$ cat config.mk
export PLATFORM = sky130hd
export DESIGN_NAME = wait_event_multi
export DESIGN_NICKNAME = d
export VERILOG_FILES = /design/src/rtl/wait_event_pkg.sv /design/src/rtl/wait_cond_eval.sv /design/src/rtl/wait_event_multi.sv
export SDC_FILE = /design/constraint.sdc
export NUM_CORES = 1
export LEC_CHECK = 0
export CAP_MARGIN = 25
export CORE_AREA = 2 2 115 117
export CTS_BUF_LIST = sky130_fd_sc_hd__clkbuf_4 sky130_fd_sc_hd__clkbuf_8 sky130_fd_sc_hd__clkbuf_16
export DETAILED_ROUTE_END_ITERATION = 16
export DIE_AREA = 0 0 117 119
export GPL_ROUTABILITY_DRIVEN = 0
export PLACE_DENSITY = 0.83
export SYNTH_ARGS = -nofsm -noshare
export SYNTH_HDL_FRONTEND = slang
export SYNTH_SLANG_ARGS = --single-unit
$ cat constraint.sdc
create_clock -name clk -period 5.4 [get_ports clk]
set_clock_uncertainty 0.1 [all_clocks]
set_input_delay 1.35 -clock clk [delete_from_list [all_inputs] [get_ports clk]]
set_output_delay 1.35 -clock clk [all_outputs]
set_load 0.05 [all_outputs]
$ cat src/rtl/wait_event_pkg.sv
// wait_event_pkg: shared types for the multi-channel wait-event block.
// Mode and state encodings plus a legality helper for command decode.
package wait_event_pkg;

    typedef enum logic [2:0] {
        LEVEL_HIGH = 3'd0,
        LEVEL_LOW  = 3'd1,
        RISE       = 3'd2,
        FALL       = 3'd3,
        EQ         = 3'd4,
        NEQ        = 3'd5
    } wait_mode_t;

    typedef enum logic [1:0] {
        IDLE  = 2'd0,
        ARMED = 2'd1,
        DONE  = 2'd2
    } wait_state_t;

    function automatic logic is_legal_mode(input logic [2:0] mode);
        return (mode <= 3'd5);
    endfunction

endpackage

$ cat src/rtl/wait_cond_eval.sv
// wait_cond_eval: combinational completion test for one watched channel.
// Level/edge modes treat value as a mask; EQ/NEQ compare against it.
module wait_cond_eval
    import wait_event_pkg::*;
#(
    parameter int WIDTH = 1
) (
    input  logic [WIDTH-1:0] cur,
    input  logic [WIDTH-1:0] prev,
    input  wait_mode_t       mode,
    input  logic [WIDTH-1:0] value,
    output logic             met
);

    logic cur_any;
    logic prev_any;

    assign cur_any  = |(cur & value);
    assign prev_any = |(prev & value);

    // Pick the condition that matches the latched wait mode
    always_comb begin
        met = 1'b0;
        case (mode)
            LEVEL_HIGH: met = cur_any;
            LEVEL_LOW:  met = !cur_any;
            RISE:       met = !prev_any && cur_any;
            FALL:       met = prev_any && !cur_any;
            EQ:         met = (cur == value);
            NEQ:        met = (cur != value);
            default:    met = 1'b0;
        endcase
    end

endmodule

$ cat src/rtl/wait_event_multi.sv
// wait_event_multi: command-driven wait on one of WAIT_SIZE bench signals.
// Reports a registered done pulse, timeout flag and elapsed cycle count.
module wait_event_multi
    import wait_event_pkg::*;
#(
    parameter int WAIT_SIZE     = 8,
    parameter int WAIT_WIDTH    = 1,
    parameter int TIMEOUT_WIDTH = 32,
    localparam int SEL_WIDTH    = (WAIT_SIZE > 1) ? $clog2(WAIT_SIZE) : 1
) (
    input  logic                     clk,
    input  logic                     rst_n,
    input  logic                     i_sel_wait,
    input  logic                     i_args_valid,
    input  logic [SEL_WIDTH-1:0]     i_wait_idx,
    input  logic [2:0]               i_wait_mode,
    input  logic [WAIT_WIDTH-1:0]    i_wait_value,
    input  logic [TIMEOUT_WIDTH-1:0] i_timeout,
    input  logic [WAIT_WIDTH-1:0]    i_wait [WAIT_SIZE],
    output logic                     o_busy,
    output logic                     o_wait_done,
    output logic                     o_timeout,
    output logic                     o_err,
    output logic [TIMEOUT_WIDTH-1:0] o_cycle_count
);

    wait_state_t              state;
    wait_state_t              state_n;

    logic [WAIT_WIDTH-1:0]    s_wait [WAIT_SIZE];
    logic [WAIT_WIDTH-1:0]    s_prev;
    logic [SEL_WIDTH-1:0]     idx_q;
    wait_mode_t               mode_q;
    logic [WAIT_WIDTH-1:0]    value_q;
    logic [TIMEOUT_WIDTH-1:0] timeout_q;
    logic [TIMEOUT_WIDTH-1:0] counter;

    logic [WAIT_WIDTH-1:0]    chan;
    logic [WAIT_WIDTH-1:0]    arm_chan;
    logic                     met;
    logic                     cmd;
    logic                     cmd_legal;
    logic                     last_cycle;

    logic                     accept;
    logic                     err_n;
    logic                     done_n;
    logic                     to_n;
    logic                     cc_load;
    logic [TIMEOUT_WIDTH-1:0] cc_n;
    logic                     cnt_inc;

    assign cmd       = i_sel_wait & i_args_valid;
    assign cmd_legal = (int'(i_wait_idx) < WAIT_SIZE) &&
                       is_legal_mode(i_wait_mode);
    assign last_cycle = (timeout_q != '0) &&
                        (counter == timeout_q - TIMEOUT_WIDTH'(1));

    // Channel muxes: active channel while armed, requested channel at arm
    always_comb begin
        chan     = '0;
        arm_chan = '0;
        for (int i = 0; i < WAIT_SIZE; i++) begin
            if (idx_q == SEL_WIDTH'(i))
                chan = s_wait[i];
            if (i_wait_idx == SEL_WIDTH'(i))
                arm_chan = s_wait[i];
        end
    end

    wait_cond_eval #(
        .WIDTH (WAIT_WIDTH)
    ) u_eval (
        .cur   (chan),
        .prev  (s_prev),
        .mode  (mode_q),
        .value (value_q),
        .met   (met)
    );

    // Next-state and registered-output decisions for the wait FSM
    always_comb begin
        state_n = state;
        accept  = 1'b0;
        err_n   = 1'b0;
        done_n  = 1'b0;
        to_n    = 1'b0;
        cc_load = 1'b0;
        cc_n    = counter;
        cnt_inc = 1'b0;
        unique case (state)
            IDLE: begin
                if (cmd) begin
                    if (cmd_legal) begin
                        accept  = 1'b1;
                        state_n = ARMED;
                    end else begin
                        err_n = 1'b1;
                    end
                end
            end
            ARMED: begin
                err_n = cmd;
                if (met) begin
                    state_n = DONE;
                    done_n  = 1'b1;
                    cc_load = 1'b1;
                    cc_n    = counter;
                end else if (last_cycle) begin
                    state_n = DONE;
                    done_n  = 1'b1;
                    to_n    = 1'b1;
                    cc_load = 1'b1;
                    cc_n    = timeout_q;
                end else begin
                    cnt_inc = 1'b1;
                end
            end
            DONE: begin
                err_n   = cmd;
                state_n = IDLE;
            end
            default: state_n = IDLE;
        endcase
    end

    // State register
    always_ff @(posedge clk or negedge rst_n) begin
        if (!rst_n)
            state <= IDLE;
        else
            state <= state_n;
    end

    // Input stage, command latches, edge history and elapsed counter
    always_ff @(posedge clk or negedge rst_n) begin
        if (!rst_n) begin
            for (int i = 0; i < WAIT_SIZE; i++)
                s_wait[i] <= '0;
            s_prev    <= '0;
            idx_q     <= '0;
            mode_q    <= LEVEL_HIGH;
            value_q   <= '0;
            timeout_q <= '0;
            counter   <= '0;
        end else begin
            s_wait <= i_wait;
            if (accept) begin
                idx_q     <= i_wait_idx;
                mode_q    <= wait_mode_t'(i_wait_mode);
                value_q   <= i_wait_value;
                timeout_q <= i_timeout;
                counter   <= '0;
                s_prev    <= arm_chan;
            end else if (state == ARMED) begin
                s_prev <= chan;
                if (cnt_inc && (counter != '1))
                    counter <= counter + TIMEOUT_WIDTH'(1);
            end
        end
    end

    // Registered outputs; cycle count is cleared on arm and set on completion
    always_ff @(posedge clk or negedge rst_n) begin
        if (!rst_n) begin
            o_busy        <= 1'b0;
            o_wait_done   <= 1'b0;
            o_timeout     <= 1'b0;
            o_err         <= 1'b0;
            o_cycle_count <= '0;
        end else begin
            o_busy      <= (state_n != IDLE);
            o_wait_done <= done_n;
            o_timeout   <= to_n;
            o_err       <= err_n;
            if (accept)
                o_cycle_count <= '0;
            else if (cc_load)
                o_cycle_count <= cc_n;
        end
    end

endmodule

==> metrics.txt <==
post-placement cell area=between 0.008 and 0.009 mm2; TritonRoute pass-1 iters=5; CORE AREA=0.0129 mm2; initial antenna violation count=0; Worst Setup Start Kind=flop; CTS tree=done; die area=0.0139 mm2; worst path required time=roughly 5.6 ns; Power Density=583 mW/mm2; Cell Chain, Critical Path=mux4_2, mux2_2, ha_1, mux2i_1, xor2_1, a21oi_2, buf_4, nand2_1, buf_4, nor2_1, and3_4, mux2i_1; DRC violation count after routing=0; final hold vios=0; antenna diode instance count=0; Main synth FF type=dfrtp_1; final worst path period share=76.8%; Routed WL=about 21000 um; fraction of layout cells with a size suffix above 1=8.24%; Num CTS Buffers=17; CP peak stage delay=0.56 ns; vias=between 7000 and 8000; Clk pin slew, worst setup/hold paths=~0.06 ns; clk sink count=~120; Post-Syn Nets=903; Fillers=993; CP Class=flop to flop; WL per Instance=19.3 um; die width=117 um; final setup fails=0; Mapped Area=0.00743 mm2; Avg Inst Size Synth=8.78 um2; total track usage=31.3%; P_leak=3.61 nW; Power Total=0.00523 W; Final ANT Viol Nets=0; clock buffer depth=2; first-pass GRT wire length=34000 um; final cell area excluding filler cells=roughly 0.0090 mm2; Total Nets Final=954; Worst-Margin Slew=1.00 ns; Post-CTS Resized=0; IO Port Bufs=86; number of DRC markers in iteration 0=875; minimum clock period=between 4 and 5 ns; Max IR drop VDD=0.000554 V; slowest library cell on the worst path=nor2_1; detailed placement HPWL=about 14000 um; Top delay family on crit path=multiplexers; Worst-Skew Late Latency=0.43 ns; largest fanout on the critical path=36; FFs w/ async S/R, synth=100%; RSZ-0062 raised after global routing=false; # hold bufs at CTS=0; largest net degree at the start of global routing=49; Die Y=119 um; dpl cells=1054; post-synth cell types=73; max_cap viols=0; HP Class=flop to flop; multi-input logic area=around 0.0042 mm2; IO Count=a little under 90; GRT overflow=0; Synth Instances=846; Post-synth EDFFs=0; num rows=42; Critical Path Sink Type=flop; Slew headroom=33.0%; WP buf/inv=2; Fmax=241 MHz; number of global-route vias before repair=roughly 6700; Yosys reg bits=around 120; Setup Buffers After CTS=0; CTS HTree Levels=4; post-route setup TNS=0 ns; DR vias/cell=6.50; Reg area=0.00295 mm2; outcome=finished clean; fin. max-slew vios=0; CTS root buf=clkbuf_16; Non-Filler Instances=between 1000 and 1500; CP arrival=4.39 ns; Synthesis Warnings=0; initial core utilization=slightly below 60%; Area Overhead vs Synth=20.8%; Seq/Total Area, Yosys=39.7%
==> cells in the final DEF (no fill, tap or decap), drive strengths merged, types with 7 or more instances in the layout <==
cell | synthesis | layout
nand4 | 22 | 22
or3 | 11 | 11
nand2 | 156 | 156
dfrtp | 118 | 118
inv | 14 | 17
nand2b | 12 | 12
nor4 | 22 | 22
nor2 | 24 | 24
and2 | 8 | 8
xor2 | 20 | 20
or4 | 15 | 15
clkdlybuf4s50 | 0 | 85
o41ai | 12 | 12
mux2i | 14 | 14
buf | 12 | 16
xnor2 | 23 | 23
nand4bb | 7 | 7
o221ai | 32 | 32
nor3 | 23 | 23
nand4b | 30 | 30
a21oi | 59 | 59
o21ai | 49 | 49
clkbuf | 57 | 19
nand3 | 12 | 12
and3 | 15 | 15
==> per-stage QoR <==
stage / worst slack [ns] / hold WS, ns / utilization [%]
after floorplan: 1.91 / 0.355 / -
after global placement: 1.49 / 0.377 / 64.9
after detailed placement: 1.40 / 0.389 / 64.9
after CTS: 1.29 / 0.405 / 69.7
after global routing: 0.969 / 0.428 / 69.7
final: 1.25 / 0.396 / 69.7
==> cell families after synthesis <==
logic type | share of synthesized area (%)
AND/OR/NAND/NOR | 29.3
AO/OA/AOI/OAI | 16.9
flip-flops | 39.7
buffers and inverters | 4.60
XOR/XNOR | 5.07
multiplexers | 3.40
adder cells (fa/ha/maj) | 1.01
==> report_power, final <==
part           leakage [nW]  switching [W]  internal (W)  total, W
logic                  1.76        0.00152      0.000916   0.00244
registers              1.55       0.000436       0.00117   0.00161
clock network         0.298       0.000437      0.000748   0.00119
==> layout make-up <==
cell class              instances  share of cell area [%]
repair buffers                101                    10.8
well taps                     176                    2.45
clock inverters                13                    1.91
flip-flops and latches        118                    32.9
clock buffers                  19                    4.98
inverters                      14                   0.586
multi-input cells             645                    46.4
==> synth_stat cells, types with 14 or more instances <==
library cell	instances	area, um2
nand2_1	156	586
nor2_1	23	86.3
inv_1	14	52.6
o221ai_1	32	280
mux2i_1	14	140
and3_1	14	87.6
o21ai_0	15	75.1
xor2_1	20	175
clkbuf_1	56	210
nor4_1	17	106
o21ai_1	34	170
xnor2_1	23	201
nand4b_1	30	263
nand4_1	22	138
nor3_1	23	115
dfrtp_1	118	2950
a21oi_1	59	295
==> registers in the layout, summed over array words and instances, names as in the netlist <==
signal	cells
counter	32
o_busy	1
value_q	1
o_timeout	1
s_prev	1
state	2
o_err	1
idx_q	3
s_wait	8
o_cycle_count	32
mode_q	3
timeout_q	32
o_wait_done	1
==> worst min-delay path, cell delays in order (launching register included) <==
cell and delay, ns:
dfrtp_1 0.36, nand2_1 0.05, nand2_1 0.06
==> worst paths after layout <==
check                         start     endpoint  slack (ns)  cells past startpoint
max                        idx_q[1]   counter[6]        1.25                     12
min                        idx_q[0]     idx_q[0]        0.40                      2
max reg2reg                idx_q[1]   counter[6]        1.25                     12
min reg2reg                idx_q[0]     idx_q[0]        0.40                      2
max in group asynchronous     rst_n  counter[29]        3.41                      2
min in group asynchronous     rst_n    s_wait[5]        0.79                      1
==> routing by layer <==
metal,track usage [%],part of all wire [%],vias up
li1,-,-,3258
met1,44.7,42,3396
met2,48.0,47,362
met3,6.56,8.8,38
met4,9.63,1.7,0
met5,0,0,-
Power figures use the tool's default switching activity.
